==> src/rtl/ipf_pkg.sv <==
// Shared definitions for the IPF front end: feeder FSM states, frame
// geometry, parameter-word field positions and filter type codes.
package ipf_pkg;

    typedef enum logic [2:0] {
        S_IDLE     = 3'd0,
        S_PAR_REQ  = 3'd1,
        S_PAR_WAIT = 3'd2,
        S_STREAM   = 3'd3,
        S_DONE     = 3'd4
    } ipf_state_e;

    localparam int FRAME_W  = 128;
    localparam int FRAME_SH = $clog2(FRAME_W);

    // Parameter word layout: {type, band_pos, wo_class, offset}
    localparam int PF_TYPE_HI = 23;
    localparam int PF_TYPE_LO = 22;
    localparam int PF_BAND_HI = 21;
    localparam int PF_BAND_LO = 17;
    localparam int PF_WO      = 16;
    localparam int PF_OFF_HI  = 15;
    localparam int PF_OFF_LO  = 0;

    localparam logic [1:0] IPF_OFF = 2'd0;
    localparam logic [1:0] IPF_PO  = 2'd1;
    localparam logic [1:0] IPF_WO  = 2'd2;

    // Number of LCUs along one frame edge for a given size code.
    function automatic logic [3:0] lcus_per_row(input logic [1:0] size);
        return 4'd8 >> size;
    endfunction

endpackage

==> src/rtl/ipf_pix_fifo.sv <==
// Two-entry 8-bit pixel FIFO between the image ROM and the IPF input.
module ipf_pix_fifo (
    input  logic       clk,
    input  logic       reset,
    input  logic       push_i,
    input  logic [7:0] data_i,
    input  logic       pop_i,
    output logic [7:0] head_o,
    output logic       empty_o,
    output logic [1:0] count_o
);

    logic [7:0] mem_q [2];
    logic       wr_ptr_q;
    logic       rd_ptr_q;
    logic [1:0] count_q;

    // Storage, pointers and occupancy; everything clears on reset so the
    // head reads as zero until the first pixel arrives.
    always_ff @(posedge clk) begin
        if (!reset) begin
            mem_q[0] <= '0;
            mem_q[1] <= '0;
            wr_ptr_q <= 1'b0;
            rd_ptr_q <= 1'b0;
            count_q  <= '0;
        end else begin
            if (push_i) begin
                mem_q[wr_ptr_q] <= data_i;
                wr_ptr_q        <= ~wr_ptr_q;
            end
            if (pop_i) begin
                rd_ptr_q <= ~rd_ptr_q;
            end
            case ({push_i, pop_i})
                2'b10:   count_q <= count_q + 2'd1;
                2'b01:   count_q <= count_q - 2'd1;
                default: count_q <= count_q;
            endcase
        end
    end

    assign head_o  = mem_q[rd_ptr_q];
    assign empty_o = (count_q == 2'd0);
    assign count_o = count_q;

endmodule

==> src/rtl/ipf_lcu_feeder.sv <==
// Walks the frame in LCU order, fetches per-LCU filter parameters and
// streams the LCU's pixels to the IPF under busy backpressure.
module ipf_lcu_feeder
    import ipf_pkg::*;
#(
    parameter int IMG_AW = 14,
    parameter int PAR_AW = 6,
    parameter int PAR_DW = 24
) (
    input  logic              clk,
    input  logic              reset,
    input  logic              start,
    input  logic [1:0]        lcu_size_in,
    output logic              img_rd,
    output logic [IMG_AW-1:0] img_addr,
    input  logic [7:0]        img_q,
    output logic              par_rd,
    output logic [PAR_AW-1:0] par_addr,
    input  logic [PAR_DW-1:0] par_q,
    input  logic              busy,
    output logic              in_en,
    output logic [7:0]        din,
    output logic [1:0]        ipf_type,
    output logic [4:0]        ipf_band_pos,
    output logic              ipf_wo_class,
    output logic [15:0]       ipf_offset,
    output logic [2:0]        lcu_x,
    output logic [2:0]        lcu_y,
    output logic [1:0]        lcu_size,
    output logic              done
);

    ipf_state_e  state_q, state_d;
    logic [1:0]  size_q, size_d;
    logic [2:0]  x_q, x_d, y_q, y_d;
    logic [6:0]  r_q, r_d, c_q, c_d;
    logic        issued_all_q, issued_all_d;
    logic [14:0] pop_cnt_q, pop_cnt_d;
    logic        inflight_q;
    logic        done_q, done_d;
    logic [1:0]  type_q, type_d;
    logic [4:0]  band_q, band_d;
    logic        wo_q, wo_d;
    logic [15:0] off_q, off_d;

    logic        start_acc, par_live, rd_window, stream_st;
    logic        fifo_empty;
    logic [1:0]  fifo_cnt;
    logic [7:0]  fifo_head;
    logic        last_pop, frame_end, rd_go;
    logic [2:0]  lcu_max;
    logic [6:0]  n_m1;
    logic [14:0] npix_m1;
    logic [2:0]  occ_after;
    logic [IMG_AW-1:0] row_idx, pix_addr;
    logic [PAR_AW-1:0] par_idx;

    ipf_pix_fifo u_fifo (
        .clk     (clk),
        .reset   (reset),
        .push_i  (inflight_q),
        .data_i  (img_q),
        .pop_i   (in_en),
        .head_o  (fifo_head),
        .empty_o (fifo_empty),
        .count_o (fifo_cnt)
    );

    // LCU geometry derived from the latched size code.
    assign lcu_max = 3'(lcus_per_row(size_q) - 4'd1);
    assign n_m1    = 7'((8'd16 << size_q) - 8'd1);
    assign npix_m1 = 15'((16'd256 << {size_q, 1'b0}) - 16'd1);

    // Frame address of the next pixel, shifts and adds only.
    assign row_idx  = (IMG_AW'(y_q) << (4 + size_q)) + IMG_AW'(r_q);
    assign pix_addr = (row_idx << FRAME_SH) + (IMG_AW'(x_q) << (4 + size_q)) + IMG_AW'(c_q);
    assign par_idx  = (PAR_AW'(y_q) << (3 - size_q)) + PAR_AW'(x_q);

    // Pixels leave only while streaming and the IPF is ready.
    assign in_en     = stream_st & ~fifo_empty & ~busy;
    assign last_pop  = in_en & (pop_cnt_q == npix_m1);
    assign frame_end = last_pop & (x_q == lcu_max) & (y_q == lcu_max);

    // Credit check counts the pop happening this cycle so a full-rate
    // stream keeps one pixel buffered and one in flight.
    assign occ_after = {1'b0, fifo_cnt} + {2'b00, inflight_q} - {2'b00, in_en};
    assign rd_go     = rd_window & ~issued_all_q & (occ_after < 3'd2);

    assign img_rd   = rd_go;
    assign img_addr = rd_go ? pix_addr : '0;
    assign par_addr = par_rd ? par_idx : '0;
    assign din      = fifo_head;

    // Parameter ROM data is forwarded straight through while it is being
    // registered so the outputs are valid in the PAR_WAIT cycle itself.
    assign ipf_type     = par_live ? par_q[PF_TYPE_HI:PF_TYPE_LO] : type_q;
    assign ipf_band_pos = par_live ? par_q[PF_BAND_HI:PF_BAND_LO] : band_q;
    assign ipf_wo_class = par_live ? par_q[PF_WO]                 : wo_q;
    assign ipf_offset   = par_live ? par_q[PF_OFF_HI:PF_OFF_LO]   : off_q;
    assign lcu_x        = x_q;
    assign lcu_y        = y_q;
    assign lcu_size     = size_q;
    assign done         = done_q;

    // FSM state register.
    always_ff @(posedge clk) begin
        if (!reset) begin
            state_q <= S_IDLE;
        end else begin
            state_q <= state_d;
        end
    end

    // FSM next state and phase decodes.
    always_comb begin
        state_d   = state_q;
        start_acc = 1'b0;
        par_rd    = 1'b0;
        par_live  = 1'b0;
        rd_window = 1'b0;
        stream_st = 1'b0;
        case (state_q)
            S_IDLE, S_DONE: begin
                if (start) begin
                    start_acc = 1'b1;
                    state_d   = S_PAR_REQ;
                end
            end
            S_PAR_REQ: begin
                par_rd  = 1'b1;
                state_d = S_PAR_WAIT;
            end
            S_PAR_WAIT: begin
                par_live  = 1'b1;
                rd_window = 1'b1;
                state_d   = S_STREAM;
            end
            S_STREAM: begin
                rd_window = 1'b1;
                stream_st = 1'b1;
                if (last_pop) begin
                    state_d = frame_end ? S_DONE : S_PAR_REQ;
                end
            end
            default: state_d = S_IDLE;
        endcase
    end

    // Counter, position and parameter next-state logic.
    always_comb begin
        size_d       = size_q;
        x_d          = x_q;
        y_d          = y_q;
        r_d          = r_q;
        c_d          = c_q;
        issued_all_d = issued_all_q;
        pop_cnt_d    = pop_cnt_q;
        done_d       = done_q;
        type_d       = type_q;
        band_d       = band_q;
        wo_d         = wo_q;
        off_d        = off_q;

        if (start_acc) begin
            size_d       = lcu_size_in;
            x_d          = '0;
            y_d          = '0;
            r_d          = '0;
            c_d          = '0;
            issued_all_d = 1'b0;
            pop_cnt_d    = '0;
            done_d       = 1'b0;
        end

        if (par_live) begin
            type_d = par_q[PF_TYPE_HI:PF_TYPE_LO];
            band_d = par_q[PF_BAND_HI:PF_BAND_LO];
            wo_d   = par_q[PF_WO];
            off_d  = par_q[PF_OFF_HI:PF_OFF_LO];
        end

        if (rd_go) begin
            if (c_q == n_m1) begin
                c_d = '0;
                if (r_q == n_m1) begin
                    issued_all_d = 1'b1;
                end else begin
                    r_d = r_q + 7'd1;
                end
            end else begin
                c_d = c_q + 7'd1;
            end
        end

        if (in_en) begin
            pop_cnt_d = pop_cnt_q + 15'd1;
        end

        if (last_pop) begin
            pop_cnt_d    = '0;
            r_d          = '0;
            c_d          = '0;
            issued_all_d = 1'b0;
            if (frame_end) begin
                done_d = 1'b1;
            end else if (x_q == lcu_max) begin
                x_d = '0;
                y_d = y_q + 3'd1;
            end else begin
                x_d = x_q + 3'd1;
            end
        end
    end

    // Datapath and control registers; all outputs read zero after reset.
    always_ff @(posedge clk) begin
        if (!reset) begin
            size_q       <= '0;
            x_q          <= '0;
            y_q          <= '0;
            r_q          <= '0;
            c_q          <= '0;
            issued_all_q <= 1'b0;
            pop_cnt_q    <= '0;
            inflight_q   <= 1'b0;
            done_q       <= 1'b0;
            type_q       <= '0;
            band_q       <= '0;
            wo_q         <= 1'b0;
            off_q        <= '0;
        end else begin
            size_q       <= size_d;
            x_q          <= x_d;
            y_q          <= y_d;
            r_q          <= r_d;
            c_q          <= c_d;
            issued_all_q <= issued_all_d;
            pop_cnt_q    <= pop_cnt_d;
            inflight_q   <= rd_go;
            done_q       <= done_d;
            type_q       <= type_d;
            band_q       <= band_d;
            wo_q         <= wo_d;
            off_q        <= off_d;
        end
    end

endmodule

==> config.mk <==
export PLATFORM = sky130hd
export DESIGN_NAME = ipf_lcu_feeder
export DESIGN_NICKNAME = d
export VERILOG_FILES = /design/src/rtl/ipf_pkg.sv /design/src/rtl/ipf_pix_fifo.sv /design/src/rtl/ipf_lcu_feeder.sv
export SDC_FILE = /design/constraint.sdc
export NUM_CORES = 1
export LEC_CHECK = 0
export BUFFER_PORTS_ARGS = -buffer_cell sky130_fd_sc_hd__buf_2
export CORE_MARGIN = 3
export CORE_UTILIZATION = 50
export DETAILED_ROUTE_END_ITERATION = 10
export PLACE_DENSITY = 0.74
export SYNTH_ARGS = -nofsm -noshare
export SYNTH_HDL_FRONTEND = slang
export SYNTH_SLANG_ARGS = --single-unit
export TNS_END_PERCENT = 10
==> constraint.sdc <==
create_clock -name clk -period 4.8 [get_ports clk]
set_input_delay 0.24 -clock clk [delete_from_list [all_inputs] [get_ports clk]]
set_output_delay 0.24 -clock clk [all_outputs]
set_load 0.005 [all_outputs]
Word level (Yosys, flattened, before mapping)
Memory sizes are Yosys's and may differ from the RTL's. A register that Yosys moved wholly into a read port is not among the register bits. Index checks and enable logic that the tools add are counted.

Register bits after elaboration: 71. Latch bits: 0. RAM bits: 16. ROM bits: 0. Input port bits: 38. Output and inout port bits: 64. Logic and storage cells: 129. Memories: 1.

Add/subtract/negate cells: 18. Multipliers: 0. Divide/modulo/power cells: 0. Order comparisons: 1. Equal/unequal tests: 13. Shift operators: 6. Multiplexer cells: 50. Bitwise logic cells: 13. Reduce and logical (&&, ||, !) cells: 10.

Memories: u_fifo.mem_q (words 2, width 8, rd ports 1, clocked after memory_dff 1, write ports 2, RTL line ipf_pix_fifo.sv:13) `logic [7:0] mem_q [2];`.

Operators with widths (count): 7-bit 2-to-1 mux (7); 3-bit 2-to-1 mux (11); 3-bit by 32-bit << shifter with 6-bit output (1); 15-bit 2-to-1 mux (2); 1-bit 2-to-1 mux (22); 16-bit 2-to-1 mux (1); 15-bit by 1-bit adder with 15-bit output (second input constant) (1); 15-bit equality test (1); 9-bit by 3-bit << shifter with 15-bit output (first input constant) (1); 15-bit by 1-bit subtractor with 15-bit output (second input constant) (1); 14-bit adder (1); 14-bit by 7-bit adder with 14-bit output (1); 7-bit by 1-bit adder with 7-bit output (second input constant) (2); 7-bit equality test (2); 14-bit 2-to-1 mux (1); 3-bit by 4-bit << shifter with 14-bit output (1); 3-bit case mux with 4 select lines (1); 8-bit 2-to-1 mux (1); 8-bit OR reduction (1); 7-bit adder (1); 1-bit AND (7); 3-bit by 4-bit << shifter with 7-bit output (1); 5-bit by 2-bit << shifter with 7-bit output (first input constant) (1); 7-bit by 1-bit subtractor with 7-bit output (second input constant) (1); other kinds (28) (41).

Depth between registers and ports, before layout
Gate-level depths: netlist (run 1).

Depth in word-level cells: 10. Gate-level depth with buffers: 15. Gate-level depth less buffers: 13.

Modules after synthesis
Synthesis (run 1) repeated with hierarchy kept, for this count alone.

Cell total of the unflattened synthesis: 566. Area total of the unflattened synthesis: 5044.8 µm².

By module, submodules not included: ipf_lcu_feeder (instances 1, cells an instance 492, area an instance 4159.0 µm², seq. area each 1341.3 µm²); ipf_pix_fifo (instances 1, cells an instance 74, area an instance 885.8 µm², seq. area each 580.6 µm²).

Worst setup path after synthesis (run 1)
OpenSTA, ideal clock, no wires.

Path type: register to register. Start: register state_q[2]. End: register r_q[4]. Setup time: 0.070 ns. Data arrival time: 3.321 ns. Required time: 4.730 ns. Path slack: 1.409 ns. Stages on the path, launching flop included: 15. Buffers on the path: 2. Clock period less this slack: 3.391 ns. Path through: dfxtp_1 and4bb_2 o21ai_0 buf_2 clkinv_1 ha_1 nand2b_1 fa_1 xnor2_1 nand4b_2 buf_6 nor4_4 nand2_2 or3_1 a21oi_1.

Longest elaborated chain between the ends: 8. Elaborated cells between the ends (all ways): 21. Those cells by class: add/sub: 1; order compare: 1; eq/ne: 3; mux: 7; bitwise: 5; reduce/logical: 4.

RTL lines: start: declaration (RTL line ipf_lcu_feeder.sv:33) `ipf_state_e state_q, state_d;`; start signal: assignment (RTL line ipf_lcu_feeder.sv:110) `state_q <= state_d;`; 3-bit by 2-bit equality test with 1-bit output * (RTL line ipf_lcu_feeder.sv:122) `case (state_q)`; 1-bit 2-to-1 mux * (RTL line ipf_lcu_feeder.sv:122); 1-bit AND * (2 in series) (RTL line ipf_lcu_feeder.sv:80) `assign in_en = stream_st & ~fifo_empty & ~busy;`; net in_en (RTL line ipf_lcu_feeder.sv:21) `output logic in_en,`; 3-bit by 1-bit subtractor with 3-bit output (RTL line ipf_lcu_feeder.sv:86) `assign occ_after = {1'b0, fifo_cnt} + {2'b00, inflight_q} - {2'b00, in_en};`; 3-bit by 2-bit < comparator with 1-bit output (RTL line ipf_lcu_feeder.sv:87) `assign rd_go = rd_window & ~issued_all_q & (occ_after < 3'd2);`; 1-bit AND (RTL line ipf_lcu_feeder.sv:87); 7-bit 2-to-1 mux (RTL line ipf_lcu_feeder.sv:182) `if (rd_go) begin`; end signal: assignment (RTL line ipf_lcu_feeder.sv:235) `r_q <= r_d;`; end: declaration (RTL line ipf_lcu_feeder.sv:36) `logic [6:0] r_q, r_d, c_q, c_d;`.

Mark *: on every way through the listed nets, which the timed path passes. The rest lies on a longest branch. A chain may end at the register's enable or synchronous reset.

Final worst setup path (run 1)
Start: register u_fifo.count_q[1], in the netlist u_fifo.count_o[1]. End: output img_addr[1].

Longest elaborated chain between the ends: 8. Elaborated cells between the ends (all ways): 9. Those cells by class: add/sub: 2; order compare: 1; mux: 1; bitwise: 4; reduce/logical: 1.

RTL lines: start: declaration (RTL line ipf_pix_fifo.sv:16) `logic [1:0] count_q;`; start signal: assignment (RTL line ipf_pix_fifo.sv:36) `2'b10: count_q <= count_q + 2'd1;`; start signal: assignment (RTL line ipf_pix_fifo.sv:37) `2'b01: count_q <= count_q - 2'd1;`; start signal: assignment (RTL line ipf_pix_fifo.sv:38) `default: count_q <= count_q;`; 2-bit zero test (RTL line ipf_pix_fifo.sv:44) `assign empty_o = (count_q == 2'd0);`; 1-bit inverter (RTL line ipf_lcu_feeder.sv:80); 1-bit AND (2 in series) (RTL line ipf_lcu_feeder.sv:80); 3-bit by 1-bit subtractor with 3-bit output * (RTL line ipf_lcu_feeder.sv:86); 3-bit by 2-bit < comparator with 1-bit output * (RTL line ipf_lcu_feeder.sv:87); 1-bit AND * (RTL line ipf_lcu_feeder.sv:87); 14-bit 2-to-1 mux * (RTL line ipf_lcu_feeder.sv:90) `assign img_addr = rd_go ? pix_addr : '0;`; end: declaration (RTL line ipf_lcu_feeder.sv:15) `output logic [IMG_AW-1:0] img_addr,`.

Mark *: on every way between the ends. The rest lies on a longest branch, timed or not.

==> summary.json, run 1 <==
{
  "run_status": "complete, no violations",
  "max-vdd-ir-drop_v": 0.000186,
  "number_of_enable_flip_flop_cells_after_synthesis": 16,
  "synth_fa_ha_area_frac": 0.0605,
  "power_mw": 1.49,
  "dominant_combinational_cell_family_by_area_after_synthesis": "simple AND/OR/NAND/NOR gates",
  "postLayoutCoreUtil": 0.595,
  "synthesized_area_fraction_occupied_by_xor_and_xnor_cells": 0.0313,
  "reg2regPathDepth": 11,
  "cts.sinks": 88,
  "critPathBufInv": 4,
  "clock_latency_ns": 0.37,
  "worst_hold_path_type": "primary input to flop",
  "routed_via_density": 5.47,
  "post_synth_inst_count": 553,
  "worst_path_max_delay_cell": "o21ai_0",
  "synth_area_um2": 5040,
  "die_h_um": 106,
  "die_area_um2": 11300,
  "final_period_minus_worst_setup_slack_ns": 4.09,
  "final_layout_size_suffix_gt1_frac": 0.270,
  "ant_nets": 0,
  "area_share_of_the_largest_cell_type_after_synthesis": 0.286,
  "inserted_clock_buffers": 9,
  "regToRegStartpoint": "u_fifo.count_o[1]",
  "top_level_ports": 102,
  "timing.critical_path.arrival_ns": 3.85,
  "worst_setup_path_start_kind": "flop",
  "power.static_leakage_nw": 2.51,
  "worst_slew_margin_relative_to_its_limit": 0.213,
  "route.detailed.wl_per_inst_um": 14.9,
  "multi_input_area_um2": 2930,
  "grt_antenna_before_repair": 0,
  "post_cts_hold_buffer_count": 0,
  "post-synth-top-area-cell": "dfxtp_1",
  "number_of_buffer_cells_added_on_primary_ports": 101,
  "critPathKind": "flop to output pin",
  "via_count_of_the_first_global_routing_pass": 4170,
  "synthTopCellsByArea": "dfxtp_1 (29%), edfxtp_1 (9.5%), mux2_2 (8.3%)",
  "synth_cell_types": 67,
  "timing.clock.skew_ns": 0.0108,
  "layout.cell_area.non_filler_um2": 5820,
  "chip_width_um": 106,
  "synthesis.area_per_instance_um2": 9.12,
  "cts.htree.levels": 3,
  "timing.reg2reg.setup_slack_ns": 0.76,
  "sequential_standard_cell_area_um2": 1920,
  "grt_max_degree": 32,
  "final.fill_count": 871,
  "clock_tree.root_cell": "clkbuf_8",
  "cp_max_fo": 18,
  "finalSetupViolCount": 0,
  "fin_setup_tns_ns": 0,
  "initial_utilization": 0.516,
  "detail_route.first_pass.iterations": 4,
  "final_cell_count_no_fill": 782,
  "route.vias.total": 4275,
  "layout-area-overhead-vs-synth_pct": 15.4,
  "worst_hold_slack_ns": 0.115,
  "worst-slew-pin-transition_ns": 1.17,
  "synth_seq_cells": 88,
  "hold_viol_final": 0,
  "synth-seq-area-share": 0.381,
  "cp_slowest_stage_delay_ns": 0.82,
  "post-dp-hpwl_um": 8590,
  "synthesis.yosys.warnings": 0,
  "grt.overflow.total": 0,
  "worst_hold_path.num_cells": 3,
  "path_delay_family": "buffers and inverters",
  "worst_slack_ns": 0.706,
  "powerDensity_nw_per_um2": 256,
  "r2r_end": "r_q[5]",
  "tritoncts_clock_tree": "yes",
  "synth_simple_gate_area_frac": 0.266,
  "placement.cell_area_um2": 5630,
  "post_cts.resized_instances": 0,
  "remaining_drc_errors": 0,
  "place_worst_setup_slack_ns": 0.780,
  "detail_route.iter0.violations": 248,
  "share_of_async_settable_or_async_resettable_flops_after_synthesis": 0,
  "final_net_count": 704,
  "total_wire_length_after_detailed_routing_um": 11600,
  "path_clk_slew_ns": 0.10,
  "cp-startpoint": "u_fifo.count_o[1]",
  "synth-compound-area-share": 0.125,
  "worstPathRequired_ns": 4.56,
  "synth_mux_area_frac": 0.0967,
  "globalplace.congestion": 0.867,
  "coreArea_um2": 9770,
  "postSynthNetCount": 613,
  "total_routing_usage_reported_by_global_routing": 0.208,
  "fmax_mhz": 244,
  "ctsLongestPathBuffers": 2,
  "worstHoldEndpoint": "lcu_size[1]",
  "cp_cell_instances": "o21ai_0 -> clkinv_1 -> ha_1 -> nand2b_1 -> fa_1 -> xnor2_1 -> nand4b_2 -> buf_4 -> inv_1 -> and2_1 -> buf_2",
  "worst_hold_startpoint": "lcu_size_in[1]",
  "top_ff_cell_synth": "dfxtp_1",
  "grt_first_pass_wirelength_um": 19600,
  "rsz0062_at_grt": "no",
  "num_antenna_cells": 0,
  "final.period_utilization": 0.853,
  "worstSetupEndpointType": "output pin",
  "drv_slew": 0,
  "placed_cells_incl_taps": 766,
  "postCtsSetupRepairBufs": 0,
  "std_cell_rows": 36,
  "maxCapViolCount": 0
}
==> synth_stat cells (4+ instances only) <==
cell	instances
a21oi_1	37
nor3_1	19
mux2i_1	6
buf_2	8
nor2_1	54
nand2b_1	7
nor2b_1	8
a22o_1	4
inv_1	16
mux2_2	37
edfxtp_1	16
xnor2_1	12
nand2_1	38
fa_1	4
o21ai_0	19
xor2_1	6
o21ai_1	4
nand4_1	4
o21a_1	4
nand3_1	11
and2_1	48
or3_1	6
clkbuf_1	14
nor4bb_1	5
a311oi_1	5
ha_1	18
nand3b_1	4
dfxtp_1	72
and3_1	13
==> registers in the layout, summed over array words and instances, names as in the netlist, 3 cells and up, named ones only <==
signal,count
lcu_y,3
off_q,16
state_q,3
lcu_x,3
c_q,7
band_q,5
pop_cnt_q,15
r_q,7
u_fifo.mem_q,16
==> worst reg2reg max path, cell delays in order (launching register included) <==
cell and delay [ns]:
dfxtp_1 0.38, o21ai_0 0.82, clkinv_1 0.29, ha_1 0.36, nand2b_1 0.15, fa_1 0.39, xnor2_1 0.19, nand4b_2 0.20
or4_1 0.69, nor3_1 0.23, o21ai_1 0.09, a21oi_1 0.17
==> area by class of cell <==
| type | count | area share |
|---|---|---|
| multi-input cells | 421 | 0.503 |
| clock buffers | 9 | 0.0213 |
| well taps | 133 | 0.0286 |
| inverters | 18 | 0.0116 |
| repair buffers | 106 | 0.0933 |
| clock inverters | 7 | 0.0120 |
| flip-flops and latches | 88 | 0.330 |
==> worst max path at each step <==
stage / slack (ns) / end / cells after the start
finish: 0.71 / img_addr[1] / 11
global route: 0.29 / img_addr[1] / 11
CTS: 0.68 / img_addr[1] / 11
detailed placement: 0.78 / r_q[5] / 11
global placement: 1.07 / r_q[3] / 11
floorplan: 1.41 / r_q[4] / 14
==> cell families after synthesis <==
| group | count (synthesis) |
|---|---|
| muxes | 44 |
| buffers and inverters | 44 |
| AOI/OAI and AO/OA | 98 |
| adders and majority gates | 22 |
| xor gates and xnor gates | 18 |
| DFF | 88 |
| and+or+nand+nor | 239 |
==> placed cells by master (no fill, tap or decap), types with 18 or more instances in the layout <==
master,netlist,routed
dfxtp_1,72,72
nor2_1,54,54
o21ai_0,19,19
mux2_2,37,37
a21oi_1,37,37
nor3_1,19,19
nand2_1,38,38
and2_1,48,48
buf_2,8,101
ha_1,18,18
==> power by group <==
part / leakage (nW) / internal (mW) / switching, mW
Clock: 0.0977 / 0.205 / 0.298
Sequential: 0.749 / 0.776 / 0.0156
Combinational: 1.67 / 0.0891 / 0.107
Total: 2.51 / 1.07 / 0.420
==> routing by layer <==
layer  share of wire  global-route usage  vias to the layer above
met5               0                   0                        -
met4          0.0098              0.0493                        0
met3           0.052              0.0352                       10
met2            0.49               0.371                       93
met1            0.44               0.263                     2028
li1                -                   -                     2144
(Power assumes the default switching activity.)
==> inputs of run 2 (changes only) <==
--- a/config.mk
+++ b/config.mk
@@ -5,11 +5,12 @@
 export SDC_FILE = /design/constraint.sdc
 export NUM_CORES = 1
 export LEC_CHECK = 0
+export ABC_AREA = 1
 export BUFFER_PORTS_ARGS = -buffer_cell sky130_fd_sc_hd__buf_2
 export CORE_MARGIN = 3
 export CORE_UTILIZATION = 50
 export DETAILED_ROUTE_END_ITERATION = 10
-export PLACE_DENSITY = 0.74
+export PLACE_DENSITY = 0.73
 export SYNTH_ARGS = -nofsm -noshare
 export SYNTH_HDL_FRONTEND = slang
 export SYNTH_SLANG_ARGS = --single-unit
==> summary.json, run 2 <==
{
  "run_status": "complete, no violations",
  "die_h_um": 110,
  "finalSetupViolCount": 0,
  "grt_first_pass_wirelength_um": 20700,
  "layout-area-overhead-vs-synth_pct": 14.7,
  "number_of_buffer_cells_added_on_primary_ports": 101,
  "via_count_of_the_first_global_routing_pass": 4730,
  "final_period_minus_worst_setup_slack_ns": 3.73,
  "synthesis.area_per_instance_um2": 7.05,
  "worst_setup_path_start_kind": "flop",
  "post_cts.resized_instances": 0,
  "final_common_cell": "inv_1",
  "hold_viol_final": 0,
  "cp_slowest_stage_delay_ns": 0.45,
  "place_worst_setup_slack_ns": 1.49,
  "route.detailed.wl_per_inst_um": 12.6,
  "timing.critical_path.arrival_ns": 3.49,
  "synth_seq_cells": 88,
  "cp_cell_instances": "nand3_1 -> nor2_1 -> buf_4 -> ha_1 -> or2_2 -> fa_1 -> xnor2_1 -> and3_1 -> inv_1 -> a21oi_1 -> nor2b_1 -> buf_2",
  "final_layout_size_suffix_gt1_frac": 0.211,
  "rsz0062_at_grt": "no",
  "worst_hold_path_type": "primary input to flop",
  "detail_route.first_pass.iterations": 7,
  "synth_most_common_cell": "inv_1",
  "num_antenna_cells": 0,
  "post_synth_inst_count": 760,
  "remaining_drc_errors": 0,
  "critPathBufInv": 3,
  "routed_via_density": 5.20,
  "layout.cells.most_common_list": "inv_1 (125), nand2_1 (115), buf_2 (101), nor2_1 (98)",
  "total_wire_length_after_detailed_routing_um": 12500,
  "clock_tree.root_cell": "clkbuf_8",
  "detail_route.iter0.violations": 302,
  "synthTopCellsByCount": "inv_1 (125), nand2_1 (115), nor2_1 (99), a21oi_1 (72), dfxtp_1 (72)",
  "worst-slew-pin-transition_ns": 1.03,
  "die_area_um2": 12000,
  "fin_setup_tns_ns": 0,
  "clock_latency_ns": 0.37,
  "grt_max_degree": 74,
  "post-synth-top-area-cell": "dfxtp_1",
  "std_cell_rows": 37,
  "cp_max_fo": 16,
  "fmax_mhz": 268,
  "cts.sinks": 88,
  "post-dp-hpwl_um": 9200,
  "synthTopCellsByArea": "dfxtp_1 (27%), edfxtp_1 (9.0%), inv_1 (8.8%)",
  "globalplace.congestion": 0.853,
  "route.vias.total": 5157,
  "worst_slew_margin_relative_to_its_limit": 0.312,
  "worst_path_max_delay_cell": "dfxtp_1",
  "largest_registers": "off_q x16, u_fifo.mem_q x16, pop_cnt_q x15",
  "grt.overflow.total": 0,
  "maxCapViolCount": 0,
  "top_ff_cell_synth": "dfxtp_1",
  "post_cts_hold_buffer_count": 0,
  "drv_slew": 0,
  "synthesis.yosys.warnings": 0,
  "postCtsSetupRepairBufs": 0,
  "worstSetupEndpointType": "output pin",
  "tritoncts_clock_tree": "yes",
  "ctsLongestPathBuffers": 2,
  "inserted_clock_buffers": 9,
  "coreArea_um2": 10400,
  "timing.clock.skew_ns": 0.0178,
  "synth_area_um2": 5360,
  "initial_utilization": 0.517,
  "grt_antenna_before_repair": 1,
  "critPathKind": "flop to output pin",
  "ant_nets": 0,
  "timing.reg2reg.setup_slack_ns": 1.45,
  "postSynthNetCount": 820,
  "synth-seq-area-share": 0.359,
  "chip_width_um": 110,
  "final_net_count": 910,
  "cts.htree.levels": 3,
  "synth_cell_types": 43,
  "top_level_ports": 102,
  "share_of_async_settable_or_async_resettable_flops_after_synthesis": 0,
  "area_share_of_the_largest_cell_type_after_synthesis": 0.269,
  "path_delay_family": "simple AND/OR/NAND/NOR gates",
  "number_of_enable_flip_flop_cells_after_synthesis": 16,
  "power.static_leakage_nw": 2.94,
  "worstPathRequired_ns": 4.56,
  "final.period_utilization": 0.776,
  "worst_slack_ns": 1.07,
  "total_routing_usage_reported_by_global_routing": 0.213,
  "powerDensity_nw_per_um2": 365,
  "max-vdd-ir-drop_v": 0.000260,
  "path_clk_slew_ns": 0.10
}
-- run 2: changes by cell type after synthesis, sizes merged, moves of 12 or more --
cell	previous run	this run
a211oi	3	25
nand3	11	50
o21ai	23	35
a21oi	38	78
and3	13	1
mux2	38	8
nor2	55	104
nor3	19	7
and2	49	2
nand2	39	120
inv	16	133
or2	3	26
-- run 2: area by class of cell --
type / count / area, um^2
Clock buffer: 9 / 124
Sequential cell: 88 / 1920
Inverter: 133 / 499
Fill cell: 983 / 4220
Clock inverter: 7 / 98.8
Multi-Input combinational cell: 515 / 2820
Timing Repair Buffer: 103 / 520
Tap cell: 136 / 170
-- run 2: kinds of logic after synthesis --
kind of cell | share of synthesized area
AO/OA/AOI/OAI | 0.163
adder cells (fa/ha/maj) | 0.0570
AND/OR/NAND/NOR | 0.266
buffers and inverters | 0.118
multiplexers | 0.0168
XOR/XNOR | 0.0212
flip-flops | 0.359
-- run 2: path summary, 6_finish.rpt --
check                      end        from  depth (start not counted)
setup / recovery  img_addr[12]  state_q[0]                         12
hold / removal        off_q[6]    par_q[6]                          3
hold reg to reg           done        done                          2
setup reg to reg        c_q[5]  state_q[0]                         14
-- run 2: layer usage --
metal	vias to the layer above	GRT usage	wire, um
li1	2645	-	-
met1	2330	0.264	5410
met2	161	0.368	6000
met3	19	0.0423	898
met4	2	0.0775	172
met5	-	0	13
-- run 2: report_power, final --
group | internal (mW) | total, mW | switching, mW
logic | 0.316 | 0.772 | 0.456
registers | 0.839 | 0.887 | 0.0478
clock network | 0.298 | 0.587 | 0.289
-- run 2: worst register-to-register path, delay by kind of cell, from the launching register on --
family	cells	cell delay (ns)
AO/OA/AOI/OAI	1	0.13
XOR/XNOR	1	0.13
adder cells (fa/ha/maj)	2	0.64
buffers and inverters	4	0.70
flip-flops	1	0.45
AND/OR/NAND/NOR	6	1.23
-- run 2: metrics by stage --
stage | cell area (um^2) | hold WS, ns | instances | power, mW | util
4_1_cts | 6150 | 0.0960 | 991 | 2.26 | 0.593
5_1_grt | 6150 | 0.112 | 991 | 2.41 | 0.593
3_3_place_gp | 5930 | 0.456 | 975 | 1.66 | 0.572
6_report | 6150 | 0.112 | 991 | 2.25 | 0.593
3_5_place_dp | 5930 | 0.458 | 975 | 1.68 | 0.572
2_1_floorplan | 5360 | 0.392 | 760 | 1.44 | -
